`src/rtl/atm_pkg.sv`:
```
// Shared ATM definitions: widths, banknote denominations, note index encoding
// and the cash-dispenser state encoding.
package atm_pkg;

  localparam int unsigned AMT_W_DEF      = 11;
  localparam int unsigned CNT_W_DEF      = 8;
  localparam int unsigned INIT_NOTES_DEF = 8;
  localparam int unsigned NUM_DENOM      = 4;
  localparam int unsigned IDX_W          = 2;

  typedef enum logic [IDX_W-1:0] {
    NOTE_200 = 2'd0,
    NOTE_100 = 2'd1,
    NOTE_50  = 2'd2,
    NOTE_10  = 2'd3
  } note_idx_t;

  typedef enum logic [2:0] {
    DISP_IDLE     = 3'd0,
    DISP_PLAN     = 3'd1,
    DISP_DISPENSE = 3'd2,
    DISP_FINISH   = 3'd3,
    DISP_FAIL     = 3'd4
  } disp_state_t;

  // Face value of a note index, largest first so the plan is greedy.
  function automatic logic [AMT_W_DEF-1:0] denom_value(input logic [IDX_W-1:0] idx);
    case (idx)
      2'd0:    denom_value = AMT_W_DEF'(200);
      2'd1:    denom_value = AMT_W_DEF'(100);
      2'd2:    denom_value = AMT_W_DEF'(50);
      default: denom_value = AMT_W_DEF'(10);
    endcase
  endfunction

endpackage

```
`src/rtl/atm_cash_dispenser_if.sv`:
```
// Controller/mechanism side of the cash dispenser: request, status and note handshake.
interface atm_cash_dispenser_if #(
  parameter int unsigned AMT_W = atm_pkg::AMT_W_DEF
);
  logic             req;
  logic [AMT_W-1:0] amount;
  logic             refill;
  logic             busy;
  logic             done;
  logic             err;
  logic             note_valid;
  logic [1:0]       note_denom;
  logic             note_ready;
  logic             empty;

  modport master (
    output req, amount, refill, note_ready,
    input  busy, done, err, note_valid, note_denom, empty
  );

  modport slave (
    input  req, amount, refill, note_ready,
    output busy, done, err, note_valid, note_denom, empty
  );
endinterface

```
`src/rtl/atm_cash_dispenser.sv`:
```
// Greedy banknote planner and one-note-at-a-time dispenser with per-denomination
// inventory tracking.
module atm_cash_dispenser
  import atm_pkg::*;
#(
  parameter int unsigned AMT_W      = AMT_W_DEF,
  parameter int unsigned CNT_W      = CNT_W_DEF,
  parameter int unsigned INIT_NOTES = INIT_NOTES_DEF
) (
  input  logic                 clk,
  input  logic                 rst_n,
  atm_cash_dispenser_if.slave  bus
);

  disp_state_t                  state_q, state_d;
  logic [AMT_W-1:0]             rem_q, rem_d;
  logic [IDX_W-1:0]             idx_q, idx_d;
  logic [NUM_DENOM-1:0][CNT_W-1:0] plan_q, plan_d;
  logic [NUM_DENOM-1:0][CNT_W-1:0] inv_q, inv_d;
  logic                         busy_q, busy_d;
  logic                         done_q, done_d;
  logic                         err_q, err_d;
  logic                         note_valid_q, note_valid_d;
  logic [IDX_W-1:0]             note_denom_q, note_denom_d;

  logic [AMT_W-1:0]             denom_c;
  logic                         handshake_c;

  always_ff @(posedge clk or negedge rst_n) begin
    if (!rst_n) begin
      state_q      <= DISP_IDLE;
      rem_q        <= '0;
      idx_q        <= '0;
      plan_q       <= '0;
      inv_q        <= {NUM_DENOM{CNT_W'(INIT_NOTES)}};
      busy_q       <= 1'b0;
      done_q       <= 1'b0;
      err_q        <= 1'b0;
      note_valid_q <= 1'b0;
      note_denom_q <= '0;
    end else begin
      state_q      <= state_d;
      rem_q        <= rem_d;
      idx_q        <= idx_d;
      plan_q       <= plan_d;
      inv_q        <= inv_d;
      busy_q       <= busy_d;
      done_q       <= done_d;
      err_q        <= err_d;
      note_valid_q <= note_valid_d;
      note_denom_q <= note_denom_d;
    end
  end

  always_comb begin
    state_d     = state_q;
    rem_d       = rem_q;
    idx_d       = idx_q;
    plan_d      = plan_q;
    inv_d       = inv_q;
    denom_c     = AMT_W'(denom_value(idx_q));
    handshake_c = note_valid_q & bus.note_ready;

    case (state_q)
      DISP_IDLE: begin
        if (bus.refill) begin
          inv_d = {NUM_DENOM{CNT_W'(INIT_NOTES)}};
        end else if (bus.req) begin
          rem_d   = bus.amount;
          plan_d  = '0;
          idx_d   = '0;
          state_d = (bus.amount == '0) ? DISP_FAIL : DISP_PLAN;
        end
      end
      // One greedy step per cycle; compare before subtract so rem never wraps.
      DISP_PLAN: begin
        if ((rem_q >= denom_c) && (plan_q[idx_q] < inv_q[idx_q])) begin
          rem_d         = rem_q - denom_c;
          plan_d[idx_q] = CNT_W'(plan_q[idx_q] + CNT_W'(1));
        end else if (idx_q != IDX_W'(NUM_DENOM - 1)) begin
          idx_d = IDX_W'(idx_q + IDX_W'(1));
        end else if (rem_q == '0) begin
          idx_d   = '0;
          state_d = DISP_DISPENSE;
        end else begin
          state_d = DISP_FAIL;
        end
      end
      DISP_DISPENSE: begin
        if (plan_q[idx_q] == '0) begin
          idx_d = IDX_W'(idx_q + IDX_W'(1));
        end else if (handshake_c) begin
          plan_d[idx_q] = CNT_W'(plan_q[idx_q] - CNT_W'(1));
          inv_d[idx_q]  = CNT_W'(inv_q[idx_q] - CNT_W'(1));
          if (plan_d == '0) state_d = DISP_FINISH;
        end
      end
      DISP_FINISH: state_d = DISP_IDLE;
      DISP_FAIL:   state_d = DISP_IDLE;
      default:     state_d = DISP_IDLE;
    endcase

    // Outputs are registered from the next-state view so they line up with state_q.
    busy_d       = (state_d != DISP_IDLE);
    done_d       = (state_d == DISP_FINISH);
    err_d        = (state_d == DISP_FAIL);
    note_valid_d = (state_d == DISP_DISPENSE) && (plan_d[idx_d] != '0);
    note_denom_d = note_valid_d ? idx_d : '0;
  end

  assign bus.busy       = busy_q;
  assign bus.done       = done_q;
  assign bus.err        = err_q;
  assign bus.note_valid = note_valid_q;
  assign bus.note_denom = note_denom_q;
  assign bus.empty      = (inv_q == '0);

endmodule

```
`src/flat_wrapper.sv`:
```
// flat-port wrapper written by rule: the top's interface ports become plain ports
module atm_cash_dispenser_flat import atm_pkg::*;
#(
  parameter int unsigned AMT_W      = AMT_W_DEF,
  parameter int unsigned CNT_W      = CNT_W_DEF,
  parameter int unsigned INIT_NOTES = INIT_NOTES_DEF
)
  (clk, rst_n, bus_req, bus_amount, bus_refill, bus_note_ready, bus_busy, bus_done, bus_err, bus_note_valid, bus_note_denom, bus_empty);
  atm_cash_dispenser_if #(.AMT_W(AMT_W)) bus_i ();
  input  logic clk;
  input  logic rst_n;
  input wire logic [$bits(bus_i.req)-1:0] bus_req;
  input wire logic [$bits(bus_i.amount)-1:0] bus_amount;
  input wire logic [$bits(bus_i.refill)-1:0] bus_refill;
  input wire logic [$bits(bus_i.note_ready)-1:0] bus_note_ready;
  output wire logic [$bits(bus_i.busy)-1:0] bus_busy;
  output wire logic [$bits(bus_i.done)-1:0] bus_done;
  output wire logic [$bits(bus_i.err)-1:0] bus_err;
  output wire logic [$bits(bus_i.note_valid)-1:0] bus_note_valid;
  output wire logic [$bits(bus_i.note_denom)-1:0] bus_note_denom;
  output wire logic [$bits(bus_i.empty)-1:0] bus_empty;
  assign bus_i.req = bus_req;
  assign bus_i.amount = bus_amount;
  assign bus_i.refill = bus_refill;
  assign bus_i.note_ready = bus_note_ready;
  assign bus_busy = bus_i.busy;
  assign bus_done = bus_i.done;
  assign bus_err = bus_i.err;
  assign bus_note_valid = bus_i.note_valid;
  assign bus_note_denom = bus_i.note_denom;
  assign bus_empty = bus_i.empty;
  atm_cash_dispenser #(.AMT_W(AMT_W), .CNT_W(CNT_W), .INIT_NOTES(INIT_NOTES)) u_core (.clk(clk), .rst_n(rst_n), .bus(bus_i));
endmodule
```
`config.mk`:
```
export PLATFORM = sky130hd
export DESIGN_NAME = atm_cash_dispenser_flat
export DESIGN_NICKNAME = d
export VERILOG_FILES = /design/src/rtl/atm_pkg.sv /design/src/rtl/atm_cash_dispenser_if.sv /design/src/rtl/atm_cash_dispenser.sv /design/src/flat_wrapper.sv
export SDC_FILE = /design/constraint.sdc
export NUM_CORES = 1
export LEC_CHECK = 0
export BUFFER_PORTS_ARGS = -buffer_cell sky130_fd_sc_hd__buf_4
export CORE_AREA = 2 2 137 85
export DETAILED_ROUTE_END_ITERATION = 7
export DIE_AREA = 0 0 139 87
export PLACE_DENSITY = 0.79
export SLEW_MARGIN = 0
export SYNTH_ARGS = -nofsm -noshare
export SYNTH_HDL_FRONTEND = slang
export SYNTH_SLANG_ARGS = --single-unit
```
`constraint.sdc`:
```
create_clock -name clk -period 5.4 [get_ports clk]
set_input_delay 0.81 -clock clk [delete_from_list [all_inputs] [get_ports clk]]
set_output_delay 0.81 -clock clk [all_outputs]
set_load 0.02 [all_outputs]
```
Word level (Yosys, flattened, before mapping)
Index checks and enable logic that the tools add are counted.
{"block": "classes", "addsub": 5, "n_mux": 44, "reduce_logical": 16, "n_lt_le_gt_ge": 5, "n_bitwise": 1, "eq_ne": 14}
{"operator": "two-way mux 32 bit", "n": 8}
{"operator": "bitwise mux 32 bit", "n": 3}
{"operator": "one-hot mux 32 bit (3 select lines)", "n": 1}
{"operator": "zero test 32 bit", "n": 2}
{"operator": "one-hot mux 32 bit (2 select lines)", "n": 1}
{"operator": "binary-select mux 8 bit (select 2 bit)", "n": 3}
{"operator": "two-way mux 11 bit", "n": 3}
{"operator": "two-way mux 8 bit", "n": 4}
{"operator": "two-way mux 3 bit", "n": 9}
{"operator": "one-hot mux 8 bit (3 select lines)", "n": 1}
{"operator": "zero test 11 bit", "n": 2}
{"operator": "one-hot mux 11 bit (2 select lines)", "n": 1}
{"operator": "demux 8 bit (select 2 bit)", "n": 1}
{"operator": "subtractor 8 x 1 -> 8 bit (second input constant)", "n": 2}
{"operator": "two-way mux 2 bit", "n": 7}
{"operator": "greater-or-equal comparator 11 x 8 -> 1 bit", "n": 1}
{"operator": "subtractor 11 x 8 -> 11 bit", "n": 1}
{"operator": "inequality test 2 bit (second input constant)", "n": 5}
{"operator": "equality test 3 x 2 -> 1 bit (second input constant)", "n": 3}
{"operator": "one-hot mux 3 bit (3 select lines)", "n": 1}
{"operator": "adder 8 x 1 -> 8 bit (second input constant)", "n": 1}
{"operator": "zero test 8 bit", "n": 1}
{"operator": "less-than comparator 8 bit", "n": 1}
{"operator": "AND reduction 4 bit", "n": 2}
{"operator": "other kinds (16)", "n": 21}
{"block": "word_totals", "in_bits": 16, "reg_bits": 86, "output_inout_bits": 7}

Depth between registers and ports, before layout
Gate-level depths: netlist of run 1.
{"block": "depth", "depth_word": 13, "ltp_mapped": 21, "mapped_depth_nobuf": 16}

Worst setup path before layout of run 1
OpenSTA, ideal clock, no wires.
{"block": "synth_path", "kind": "register -> register", "startpoint": "register u_core.idx_q[0]", "endpoint": "register u_core.note_denom_q[0], in the netlist u_core.bus.note_denom[0]", "setup_slack_ns": 0.885, "path_stages_with_launch": 22, "arrival_ns": 4.395, "synth_period_minus_slack_ns": 4.515, "path_buffers": 5, "cell_sequence": "dfrtp_1 -> buf_6 -> buf_2 -> inv_1 -> ha_1 -> clkbuf_1 -> inv_1 -> nand2_1 -> ha_1 -> fa_1 -> nor2b_1 -> o21ba_2 -> o21a_1 -> o211a_1 -> buf_2 -> a21oi_1 -> or2_1 -> buf_6 -> a211o_1 -> o41ai_2 -> o32ai_1 -> and3_1"}
{"element": "start, declared", "line": "atm_cash_dispenser.sv:17", "source": "logic [IDX_W-1:0] idx_q, idx_d;"}
{"element": "start signal, assigned", "line": "atm_cash_dispenser.sv:44", "source": "idx_q <= idx_d;"}
{"element": "end signal, assigned", "line": "atm_cash_dispenser.sv:51", "source": "note_denom_q <= note_denom_d;"}
{"element": "end, declared", "line": "atm_cash_dispenser.sv:24", "source": "logic [IDX_W-1:0] note_denom_q, note_denom_d;"}

Worst setup path in the final report of run 1
{"block": "layout_path", "startpoint": "register u_core.idx_q[0]", "endpoint": "register u_core.note_denom_q[0], in the netlist u_core.bus.note_denom[0]"}
{"block": "layout_between", "elab_chain_len": 13, "elab_cells_between_ends": 47}
{"element": "branches (longest 12 deep; another with subtractor 8 x 1 -> 8 bit)"}
{"element": "two-way mux 2 bit (*)", "line": "atm_cash_dispenser.sv:108", "source": "note_denom_d = note_valid_d ? idx_d : '0;"}
{"element": "net u_core.note_denom_d[0]", "line": "atm_cash_dispenser.sv:24"}
Mark *: on every way through the listed nets, which the timed path passes. The select of a mux whose other input is x is not followed.
A chain may end at the register's enable or synchronous reset.

==> flow_metrics.env, run 1 <==
export IMPL_status="complete, but fails checks"
export IMPL_violations="design-rule violations"
export IMPL_hp_start="u_core.inv_q[1]"
export IMPL_finalCritPeriodShare=0.903
export IMPL_skew_ns=0.00816
export IMPL_yosysMostFrequentCell="dfrtp_1"
export IMPL_core_area_um2=11000
export IMPL_numCtsBuffers=9
export IMPL_htree_levels=3
export IMPL_ys_types=85
export IMPL_cts_path_max_buffers=2
export IMPL_maxCapViolations=0
export IMPL_r2r_cells=14
export IMPL_firstDrtPassIters=8
export IMPL_clk_insertion_delay_late_ns=0.35
export IMPL_drtIter0Drc=982
export IMPL_fmax_ghz=0.205
export IMPL_cts_resized=0
export IMPL_gr_usage_met2=0.434
export IMPL_synthTopCellsByCount="dfrtp_1 (82), a22o_1 (44), nand2_1 (43)"
export IMPL_fin_tns_setup_ns=0
export IMPL_synthAdderAreaFrac=0.0504
export IMPL_row_count=30
export IMPL_critPathKind="reg -> reg"
export IMPL_async_flop_share=1.00
export IMPL_clock_sinks=86
export IMPL_required_ns=5.68
export IMPL_post_place_ws_ns=0.766
export IMPL_die_y_um=87
export IMPL_post_cts_setup_buffer_count=0
export IMPL_synth_mux_area_frac=0.0787
export IMPL_synth_xor_area_frac=0.0254
export IMPL_setup_worst_path_start_class="flop"
export IMPL_setup_ws_ns=0.524
export IMPL_hold_viol_final=0
export IMPL_timing_rr_end="u_core.bus.note_denom[0]"
export IMPL_dieArea_um2=12100
export IMPL_synth_avg_cell_area_um2=9.57
export IMPL_synthSimpleGateAreaFrac=0.168
export IMPL_antenna_found_initial=0
export IMPL_setup_viol=0
export IMPL_hpwl_um=15100
export IMPL_drc=4
export IMPL_slew_violations=0
export IMPL_grt_total_usage=0.343
export IMPL_io_buffers=22
export IMPL_syn_to_final_growth_pct=9.94
export IMPL_cp_arrival_ns=5.16
export IMPL_use_met1=0.533
export IMPL_yosys_area_top_type_share=0.350
export IMPL_crit_path_start="u_core.idx_q[0]"
export IMPL_use_met3=0.151
export IMPL_path_clk_slew_ns=0.07
export IMPL_final_layout_size_suffix_gt1_frac=0.142
export IMPL_synth_area_um2=5860
export IMPL_drt_wl_total_um=20500
export IMPL_ys_seq_elements=86
export IMPL_yosysSeqAreaShare=0.368
export IMPL_grt_first_pass_wirelength_um=31500
export IMPL_wl_per_cell_um=26.4
export IMPL_synth_top_family_by_area="compound AO/OA/AOI/OAI gates"
export IMPL_root_buffer="clkbuf_16"
export IMPL_synth_top_cell_by_area="dfrtp_1"
export IMPL_cts_hold_buf=0
export IMPL_hold_path_class="reg -> reg"
export IMPL_crit_end="u_core.bus.note_denom[0]"
export IMPL_rsz0062_at_grt="no"
export IMPL_start_util=0.535
export IMPL_grt_max_degree=87
export IMPL_overflow=0
export IMPL_num_antenna_cells=0
export IMPL_synthTopCellsByArea="dfrtp_1 (35%), a22o_1 (6.6%), ha_1 (4.7%), mux4_2 (3.5%), a21oi_1 (3.2%)"
export IMPL_ys_warn_count=0
export IMPL_slew_headroom=0.197
export IMPL_fin_nets=667
export IMPL_die_x_um=139
export IMPL_synth_ff_type="dfrtp_1"
export IMPL_grt_pass1_vias=5194
export IMPL_grt_busiest_layer="met1"
export IMPL_synth_edf_count=0
export IMPL_post_route_min_period_ns=4.88
export IMPL_syn_instance_count=613
export IMPL_dr_total_vias=5614
export IMPL_gp_congestion=1.03
export IMPL_syn_num_nets=652
export IMPL_crit_reg2reg_launch="u_core.idx_q[0]"
export IMPL_cts_tree="done"
export IMPL_r2r_setup_slack_ns=0.52
export IMPL_synth_compound_area_frac=0.260
export IMPL_viasPerCell=7.23
export IMPL_pin_count=23
export IMPL_cp_max_fo=22
export IMPL_end_kind="flop"
export IMPL_tightestPinTransition_ns=1.20
export IMPL_antenna_left=0
layer usage:
layer  vias up  routed length (um)
li1       2395                   -
met1      2735                9150
met2       443                7500
met3        39                3550
met4         2                 254
met5         -                  30
cell usage in the layout, fill, tap and decap left out, drive strengths merged, types with 4 or more instances in the layout:
master / count
nor2b: 5
o32ai: 5
nor4: 23
o21ai: 34
o31ai: 5
a211oi: 7
nor2: 43
a22o: 44
buf: 38
nand2: 43
nand2b: 4
dfrtp: 82
a21o: 8
nand3: 19
o22ai: 8
inv: 31
a22oi: 5
clkbuf: 11
nor3: 18
nor3b: 5
and3: 7
a31oi: 8
a211o: 5
dfstp: 4
nand4: 6
xor2: 4
mux2: 6
o211ai: 4
a21oi: 39
ha: 22
xnor2: 13
mux4: 15
worst max-delay path, stage by stage, from the launching register on:
cell      delay, ns
dfrtp_1        0.35
buf_4          0.35
mux4_1         0.86
ha_1           0.41
a21o_1         0.17
a21oi_1        0.15
o211a_1        0.21
o211ai_1       0.13
buf_4          0.25
o32ai_1        1.03
o21ai_0        0.21
nand3_1        0.15
nor4_1         0.06
o32ai_1        0.26
and3_1         0.21
how the worst min path moves through the flow:
stage / cells after the start / end
global route: 1 / u_core.plan_q[29]
CTS: 1 / u_core.plan_q[26]
global placement: 1 / u_core.plan_q[29]
floorplan: 2 / u_core.plan_q[1]
detailed placement: 1 / u_core.plan_q[29]
finish: 1 / u_core.inv_q[1]
flip-flops by register name, summed over array words and instances (netlist names), 2 cells and up:
name	count
u_core.plan_q	32
u_core.bus.note_denom	2
u_core.rem_q	11
u_core.state_q	3
u_core.inv_q	32
u_core.idx_q	2
cell families after synthesis:
family,after synthesis
muxes,24
DFF,86
and+or+nand+nor,190
buffers and inverters,64
adders and majority gates,23
xor gates and xnor gates,17
AOI/OAI and AO/OA,209
layout make-up:
class                      count  area (um^2)
clock inverter                 5         41.3
timing repair buffer          38          285
clock buffer                  11          243
fill                         954         4510
sequential                    86         2160
inverter                      30          118
multi-input combinational    463         3420
tap                          144          180
through the flow:
stage          instances  utilization  hold slack, ns  area [um^2]
6_report             777        0.588           0.529         6450
5_1_grt              777        0.588           0.548         6450
4_1_cts              777        0.588           0.526         6450
3_5_place_dp         761        0.562           0.510         6160
3_3_place_gp         761        0.562           0.504         6160
2_1_floorplan        613            -           0.461         5860
Power of run 1 is not shown: default switching activity piles up to over one toggle a cycle in this logic, so the estimate is an artifact.
==> run 2: changes to the inputs <==
Clock period 5.4 ns to 4.55 ns, I/O delays scaled along.
==> run 2 against run 1 <==
Against the previous run: global-route usage rose by 1.1 points; clock skew fell by 0.0029 ns; worst setup slack got worse by 0.35 ns; core utilization rose by 1.2 points; the run now ends clean; largest cell class unchanged; hold slack barely moved; cell area rose by 2.0%; fmax rose by 12%; critical path type unchanged; wire length rose by 3.5%.
==> flow_metrics.env, run 2 (same netlist as run 1, synthesis figures left out) <==
export IMPL_hold_path_class="reg -> reg"
export IMPL_firstDrtPassIters=6
export IMPL_reg_top3="u_core.inv_q: 32 flops, u_core.plan_q: 32 flops, u_core.rem_q: 11 flops"
export IMPL_status="finished, final reports clean"
export IMPL_tightestPinTransition_ns=1.19
export IMPL_maxCapViolations=0
export IMPL_num_antenna_cells=0
export IMPL_setup_worst_path_start_class="flop"
export IMPL_skew_ns=0.00523
export IMPL_clock_sinks=86
export IMPL_final_layout_size_suffix_gt1_frac=0.161
export IMPL_slew_violations=0
export IMPL_grt_first_pass_wirelength_um=31700
export IMPL_dieArea_um2=12100
export IMPL_fin_tns_setup_ns=0
export IMPL_critPathKind="reg -> reg"
export IMPL_hpwl_um=15600
export IMPL_fillers=949
export IMPL_core_area_um2=11000
export IMPL_cp_arrival_ns=4.61
export IMPL_final_common_cell="dfrtp_1"
export IMPL_antenna_found_initial=0
export IMPL_register_area_um2=2160
export IMPL_end_kind="flop"
export IMPL_hold_viol_final=0
export IMPL_path_clk_slew_ns=0.07
export IMPL_finalCritPeriodShare=0.961
export IMPL_htree_levels=3
export IMPL_start_util=0.535
export IMPL_die_x_um=139
export IMPL_clk_insertion_delay_late_ns=0.35
export IMPL_layout_common_cells="dfrtp_1 (82), buf_4 (48), a22o_1 (44), nand2_1 (43), nor2_1 (42)"
export IMPL_overflow=0
export IMPL_dr_total_vias=5647
export IMPL_wl_per_cell_um=26.9
export IMPL_cp_max_fo=16
export IMPL_antenna_left=0
export IMPL_r2r_setup_slack_ns=0.18
export IMPL_grt_pass1_vias=5098
export IMPL_fmax_ghz=0.229
export IMPL_drt_wl_total_um=21200
export IMPL_viasPerCell=7.17
export IMPL_die_y_um=87
export IMPL_pin_count=23
export IMPL_root_buffer="clkbuf_16"
export IMPL_gp_congestion=1.06
export IMPL_grt_total_usage=0.354
export IMPL_multi_input_area_um2=3440
export IMPL_numCtsBuffers=9
export IMPL_fin_nets=678
export IMPL_grt_max_degree=87
export IMPL_rsz0062_at_grt="no"
export IMPL_cts_tree="done"
export IMPL_syn_to_final_growth_pct=12.1
export IMPL_slew_headroom=0.198
export IMPL_cts_path_max_buffers=2
export IMPL_required_ns=4.79
export IMPL_post_route_min_period_ns=4.37
export IMPL_io_buffers=22
export IMPL_setup_viol=0
export IMPL_row_count=30
export IMPL_drc=0
export IMPL_drtIter0Drc=869
-- run 2: worst max-delay path, stage by stage (launching register included) --
cell,delay [ns]
dfrtp_1,0.45
buf_4,0.30
mux4_2,0.54
inv_1,0.21
ha_1,0.32
nor3b_1,0.47
a211o_4,0.36
o21ai_2,0.09
or2_1,0.35
a211o_1,0.41
o41ai_2,0.41
o32ai_1,0.16
and3_1,0.19
-- run 2: final timing paths --
path	from	endpoint	cells past startpoint
max reg2reg	u_core.idx_q[1]	u_core.bus.note_denom[0]	12
max	u_core.idx_q[1]	u_core.bus.note_denom[0]	12
min	u_core.inv_q[15]	u_core.inv_q[15]	1
min reg2reg	u_core.inv_q[15]	u_core.inv_q[15]	1
min in group asynchronous	rst_n	u_core.plan_q[25]	1
max in group asynchronous	rst_n	u_core.state_q[1]	1
-- run 2: through the flow --
| step | instance area [um^2] | instances | setup slack, ns | hold slack, ns | utilization |
|---|---|---|---|---|---|
| final | 6580 | 788 | 0.177 | 0.529 | 0.600 |
| after global routing | 6580 | 788 | 0.0135 | 0.552 | 0.600 |
| after CTS | 6550 | 786 | 0.0297 | 0.525 | 0.597 |
| after detailed placement | 6240 | 770 | 0.0641 | 0.510 | 0.570 |
| after global placement | 6240 | 770 | 0.322 | 0.496 | 0.570 |
| after floorplan | 5860 | 613 | 0.0349 | 0.387 | - |
-- run 2: what timing repair did --
action	CTS	global route
buffers inserted	0	2
gates resized for setup	0	5
endpoints found under the setup margin	0	3
hold buffers	0	0
-- run 2: layout make-up --
| type | count | area share |
|---|---|---|
| multi-input combinational | 463 | 0.523 |
| timing repair buffer | 49 | 0.0578 |
| clock inverter | 7 | 0.0116 |
| inverter | 30 | 0.0179 |
| clock buffer | 9 | 0.0343 |
| tap | 144 | 0.0274 |
| sequential | 86 | 0.328 |
-- run 2: metal layers --
layer,routed length [um],up-vias,global-route usage
li1,-,2418,-
met1,9830,2722,0.556
met3,3430,52,0.154
met5,0,-,0
met4,358,0,0.0670
met2,7580,455,0.441
Power of run 2 is left out for the same reason.
